==> config.mk <==
export PLATFORM = sky130hd
export DESIGN_NAME = usb_fifo_bridge
export DESIGN_NICKNAME = d
export VERILOG_FILES = /design/src/rtl/usb_fifo_bridge.sv
export SDC_FILE = /design/constraint.sdc
export NUM_CORES = 1
export LEC_CHECK = 0
export BUFFER_PORTS_ARGS = -buffer_cell sky130_fd_sc_hd__buf_2
export CORE_UTILIZATION = 52
export CTS_BUF_LIST = sky130_fd_sc_hd__clkbuf_16
export CTS_CLUSTER_SIZE = 16
export DETAILED_ROUTE_END_ITERATION = 16
export PLACE_DENSITY = 0.8
export SETUP_SLACK_MARGIN = 0.3
export SYNTH_ARGS = -nofsm -noshare
export SYNTH_HDL_FRONTEND = slang
export SYNTH_SLANG_ARGS = --single-unit
==> constraint.sdc <==
create_clock -name clk -period 3.7 [get_ports clk]
set_input_delay 0.925 -clock clk [delete_from_list [all_inputs] [get_ports clk]]
set_output_delay 0.925 -clock clk [all_outputs]
set_load 0.02 [all_outputs]
==> src/rtl/usb_fifo_bridge.sv <==
// Bridges an FT245-style synchronous USB FIFO chip to a pair of SoC FIFOs.
// Read/write bursts are arbitrated round-robin and bounded by BURST_MAX words.
module usb_fifo_bridge #(
  parameter int DW        = 8,
  parameter int BURST_MAX = 64,
  parameter int TURN_CYC  = 1,
  parameter int CNT_W     = 32
) (
  input  logic             clk,
  input  logic             rst,
  input  logic             rx_full,
  output logic             rx_wr_en,
  output logic [DW-1:0]    rx_din,
  input  logic             tx_empty,
  output logic             tx_rd_en,
  input  logic [DW-1:0]    tx_dout,
  input  logic             rxf_n,
  output logic             oe_n,
  output logic             rd_n,
  input  logic             txe_n,
  output logic             wr_n,
  input  logic [DW-1:0]    ad_i,
  output logic [DW-1:0]    ad_o,
  output logic             ad_oe,
  output logic             busy,
  output logic [CNT_W-1:0] rx_cnt,
  output logic [CNT_W-1:0] tx_cnt
);

  localparam int BW = $clog2(BURST_MAX + 1);
  localparam int GW = (TURN_CYC > 1) ? $clog2(TURN_CYC) : 1;

  typedef enum logic [2:0] {
    S_IDLE,
    S_RD_OE,
    S_READ,
    S_WRITE,
    S_GAP
  } state_t;

  typedef enum logic {
    DIR_READ,
    DIR_WRITE
  } dir_t;

  state_t        state_q, state_d;
  dir_t          last_dir_q, last_dir_d;
  logic [BW-1:0] beat_q, beat_d;
  logic [GW-1:0] gap_q, gap_d;

  logic rd_pend;
  logic wr_pend;
  logic beat_ok;
  logic beat_last;

  assign rd_pend   = ~rxf_n & ~rx_full;
  assign wr_pend   = ~txe_n & ~tx_empty;
  assign beat_ok   = (beat_q < BW'(BURST_MAX));
  assign beat_last = (beat_q == BW'(BURST_MAX - 1));
  assign busy      = (state_q != S_IDLE);

  always_ff @(posedge clk or posedge rst) begin
    if (rst) begin
      state_q    <= S_IDLE;
      last_dir_q <= DIR_WRITE;
      beat_q     <= '0;
      gap_q      <= '0;
    end else begin
      state_q    <= state_d;
      last_dir_q <= last_dir_d;
      beat_q     <= beat_d;
      gap_q      <= gap_d;
    end
  end

  // Strobes are combinational on the pending flags so a flag change
  // suppresses the transfer in the very cycle it occurs.
  always_comb begin
    state_d    = state_q;
    last_dir_d = last_dir_q;
    beat_d     = beat_q;
    gap_d      = gap_q;
    oe_n       = 1'b1;
    rd_n       = 1'b1;
    wr_n       = 1'b1;
    rx_wr_en   = 1'b0;
    tx_rd_en   = 1'b0;
    rx_din     = '0;
    ad_o       = '0;
    ad_oe      = 1'b0;

    case (state_q)
      S_IDLE: begin
        beat_d = '0;
        gap_d  = '0;
        if (rd_pend && wr_pend) begin
          state_d = (last_dir_q == DIR_WRITE) ? S_RD_OE : S_WRITE;
        end else if (rd_pend) begin
          state_d = S_RD_OE;
        end else if (wr_pend) begin
          state_d = S_WRITE;
        end
      end

      S_RD_OE: begin
        oe_n    = 1'b0;
        beat_d  = '0;
        state_d = S_READ;
      end

      S_READ: begin
        oe_n = 1'b0;
        if (rd_pend && beat_ok) begin
          rd_n     = 1'b0;
          rx_wr_en = 1'b1;
          rx_din   = ad_i;
          beat_d   = beat_q + BW'(1);
          if (beat_last) begin
            state_d    = S_GAP;
            last_dir_d = DIR_READ;
          end
        end else begin
          state_d    = S_GAP;
          last_dir_d = DIR_READ;
        end
      end

      S_WRITE: begin
        ad_oe = 1'b1;
        ad_o  = tx_dout;
        if (wr_pend && beat_ok) begin
          wr_n     = 1'b0;
          tx_rd_en = 1'b1;
          beat_d   = beat_q + BW'(1);
          if (beat_last) begin
            state_d    = S_GAP;
            last_dir_d = DIR_WRITE;
          end
        end else begin
          state_d    = S_GAP;
          last_dir_d = DIR_WRITE;
        end
      end

      S_GAP: begin
        if (gap_q == GW'(TURN_CYC - 1)) begin
          state_d = S_IDLE;
        end else begin
          gap_d = gap_q + GW'(1);
        end
      end

      default: begin
        state_d = S_IDLE;
      end
    endcase
  end

  always_ff @(posedge clk or posedge rst) begin
    if (rst) begin
      rx_cnt <= '0;
      tx_cnt <= '0;
    end else begin
      if (rx_wr_en) rx_cnt <= rx_cnt + CNT_W'(1);
      if (tx_rd_en) tx_cnt <= tx_cnt + CNT_W'(1);
    end
  end

endmodule

# == Word level (Yosys, flattened, before mapping) ==
# Index checks and enable logic that the tools add are counted.
# totals
output_inout_bits,87
elab_cells,73
inputBits,22
register_bits,76
# classes
addsub,4
muxes,32
n_reduce_logical,13
n_eq_ne,11
n_bitwise,6
order_cmp,1
# op_table
operator,count
$add 32x1->32 const B,2
$mux 8,3
$mux 3,7
$pmux 7 s3,1
$mux 1,15
$pmux 3 s5,1
$mux 7,2
$add 7x1->7 const B,1
$eq 7x6->1 const B,1
$lt 7x7->1 const B,1
$eq 3x2->1 const B,2
$ne 2x2->1 const B,3
$ne 3x3->1 const B,2
$reduce_and 3->1,2
$reduce_bool 3->1,2
$ne 4x4->1 const B,1
$not 1->1,4
$pmux 1 s2,2
$reduce_bool 2->1,2
$reduce_or 2->1,2
$eq 3x1->1 const B,1
$eq 3x3->1 const B,1
$logic_and 1x1->1,3
$logic_not 3->1,1
4 further kinds,5

# == Depth between registers and ports, before layout ==
# logic_depth
ltp_word,6
ltp_mapped,6
mapped_depth_nobuf,5

# == Least setup slack after synthesis ==
# OpenSTA, ideal clock, no wires.
# synth_timing
path_kind,input-to-output
from,input rxf_n
to,output rd_n
cell_stages,4
arrival_ps,1999
path_slack_ps,776
path_buffers,1
cell_sequence,or3_1 > buf_2 > nor2_2 > inv_1
# synth_between
elab_chain_cells,5
# synth_lines
element,line,text
start: declaration,17,"input logic rxf_n,"
$not 1->1,56,assign rd_pend = ~rxf_n & ~rx_full;
$and 1x1->1,56,
$logic_and 1x1->1,113,if (rd_pend && beat_ok) begin
$mux 1,113,
$mux 1,92,case (state_q)
end: declaration,19,"output logic rd_n,"
# Every way passes these cells.

# == Worst setup path after layout ==
# layout_timing
from,input rxf_n
to,output rx_wr_en
# layout_between
elab_chain_cells,5
# layout_lines
element,line,text
$not 1->1,56,
$and 1x1->1,56,
$logic_and 1x1->1,113,
$mux 1,113,
$mux 1,92,
end: declaration,12,"output logic rx_wr_en,"
# Every way passes these cells.

==> impl_results.md <==
- Std-Cell Rows: 31
- GR Overflow Total: 0
- Die Wd: 88.2 um
- Period utilization: 83.6%
- Worst skew pair latency: 0.33 ns
- Post-DP Area: 4480 um2
- Slew @ Worst Pin: 0.861 ns
- WL final: 8480 um
- Worst Setup Path Type: input port to primary output
- Max VDD drop: 0.504 mV
- Sinks on Clock Net: 75
- RSZ-0062 raised after global routing: false
- Setup TNS: 0 ns
- Avg WL per Cell: 14.7 um
- Antenna violations before repair: 0
- Max-slew headroom: 42.6%
- Mapped Cells: 366
- CP required: 2.77 ns
- Clk_skew: 0.00750 ns
- CP arrival: 2.17 ns
- Layout fillers: 580
- Max Cap Viol: 0
- # hold bufs at CTS: 0
- Die Height: 88.2 um
- Root Buffer: clkbuf_16
- Commonest cells after routing, fill and taps aside: 108 x buf_2, 74 x dfrtp_1, 36 x xnor2_1
- Slowest CP cell: or3_1
- Cell count after placement: 563
- Post-CTS sizing: 0
- Post-route cell area: 4820 um2
- Clock tree from TritonCTS: built
- Residual DRC: 0
- Final count of pins violating max slew: 0
- Crit start category: input port
- Overall Power: 2.43 mW
- Setup slack, reg-to-reg: 1.37 ns
- Synth-to-Final Area Change: 24.7%
- 1st-iter DRT viols: 183
- Core ar.: 7210 um2
- Post-synth cell types: 47
- CP top delay family: simple AND/OR/NAND/NOR gates
- Synth Cell Area: 3860 um2
- CP Capture Type: primary output
- Num CTS Buffers: 9
- Sequential Area: 1880 um2
- Synth area leader: dfrtp_1
- Minimum clock period after layout: 3.09 ns
- CTS clock-pin slew for the worst setup and hold paths: 0.06 ns
- H-tree Lvls: 3
- Vias: 3,195
- Tot GR Track Use: 22.8%
- Commonest non-fill, non-tap cell in the layout: buf_2
- PD cells: 504 nW/um2
- Routability-driven placement congestion ratio: 0.790
- Setup-failing EPs final: 0
- Die area: 7780 um2
- Area occupied by multi-input gates: 1850 um2
- # nets final: 500
- Largest net degree at the start of global routing: 40
- Starting Density: 53.5%
- Layout cells sized above 1: 32.2%
- Syn Nets: 391
- Crit path cell chain: buf_2 -> or3_1 -> nor2_2 -> buf_2
- Diode count: 0
- First-pass GRT wire length: 13,600 um
- Syn. warnings: 0
- DP HPWL: 5930 um
- Port Buffers: 108
- Min-Delay Path Class: flop to flop
- Final Hold Vio Count: 0
- Status: completed
- Vias in the first global route: 2,885
- Area contributors post-synth: dfrtp_1 48%, xnor2_1 8.2%, xor2_1 6.1%
- Max Root-Sink Buffers: 2
- Max incr delay on CP: 0.49 ns
- Max frequency: 323 MHz
- Post-DRT Antenna Nets: 0
- Register area share after synthesis: 48.6%
- WP buf/inv: 2
- Setup bufs post-CTS: 0
- Yosys reg bits: 75
- Non-Filler Instances: 578
- Via density: 5.53
- Crit Path Max Fanout: 9
- # IOs: 109
- Synth top area share: 47.9%
- Length of the first detailed-routing pass in iterations: 4
- Cell mode on critical path: buf_2
- Lkg Pwr: 2.44 nW
- Syn_area_per_cell: 10.6 um2
==> cell type report <==
class | instances | share of cell area (%)
multi-input cells | 266 | 38.4
flip-flops and latches | 75 | 39.0
well taps | 99 | 2.57
clock buffers | 9 | 4.68
repair buffers | 114 | 12.4
inverters | 9 | 0.701
clock inverters | 6 | 2.21
==> sequential cells by signal (all words and copies together), names as in the netlist <==
register,flops
state_q,3
rx_cnt,32
beat_q,7
tx_cnt,32
last_dir_q,1
==> cell families (layout without fill, tap and decap cells) <==
kind of cell	Yosys count	in the layout	share of synthesized area, %
AND/OR/NAND/NOR	176	176	27.9
AO/OA/AOI/OAI	22	22	4.21
buffers and inverters	25	138	3.47
adder cells (fa/ha/maj)	3	3	0.972
XOR/XNOR	63	63	14.3
multiplexers	2	2	0.583
flip-flops	75	75	48.6
==> cells in the mapped netlist (all sizes together) <==
cell type  count
dfrtp         74
xnor2         36
nand2         33
xor2          27
nand4         26
nand3         25
nor3          20
and3          19
and2          13
nor2          11
buf           10
inv            9
nor4           8
and4           6
clkbuf         6
o311ai         5
a211oi         3
a21oi          3
ha             3
nor4b          3
o21ai          3
or3            3
mux2           2
nand2b         2
nor3b          2
or3b           2
a2111oi        1
a211o          1
a21o           1
a22oi          1
a31o           1
and3b          1
dfstp          1
o211ai         1
o22a           1
o2bb2ai        1
or2            1
or4            1
==> routing by layer <==
metal  vias to the layer above  part of all wire, %  global-route usage (%)
met5                         -                    0                       0
met4                         0                  2.2                    10.4
met3                        18                  3.6                    3.77
met2                        88                   48                    35.5
met1                      1558                   46                    31.3
li1                       1531                    -                       -
==> final timing paths <==
| kind | start | to | depth (start not counted) |
|---|---|---|---|
| min | rx_cnt[31]$_DFFE_PP0P_ | rx_cnt[31]$_DFFE_PP0P_ | 1 |
| max reg2reg | state_q[1]$_DFFE_PP0P_ | tx_cnt[28]$_DFFE_PP0P_ | 4 |
| max in group asynchronous | rst | last_dir_q$_DFFE_PP1P_ | 3 |
| min in group asynchronous | rst | tx_cnt[0]$_DFFE_PP0P_ | 2 |
| max | rxf_n | rx_wr_en | 4 |
| min reg2reg | rx_cnt[31]$_DFFE_PP0P_ | rx_cnt[31]$_DFFE_PP0P_ | 1 |
==> stage by stage <==
step                      hold WS (ns)  util, %  setup WS [ns]
final                            0.472     66.8          0.605
after global routing             0.506     66.8          0.505
after CTS                        0.480     66.8          0.605
after detailed placement         0.471     62.2          0.614
after global placement           0.457     62.2          0.638
after floorplan                  0.463        -          0.776
==> power breakdown <==
group	internal, mW	total, mW	leakage, nW	switching, mW
Clock	0.651	0.987	0.164	0.336
Sequential	0.882	0.995	1.01	0.113
Combinational	0.169	0.447	1.27	0.278
(Power assumes the default switching activity.)
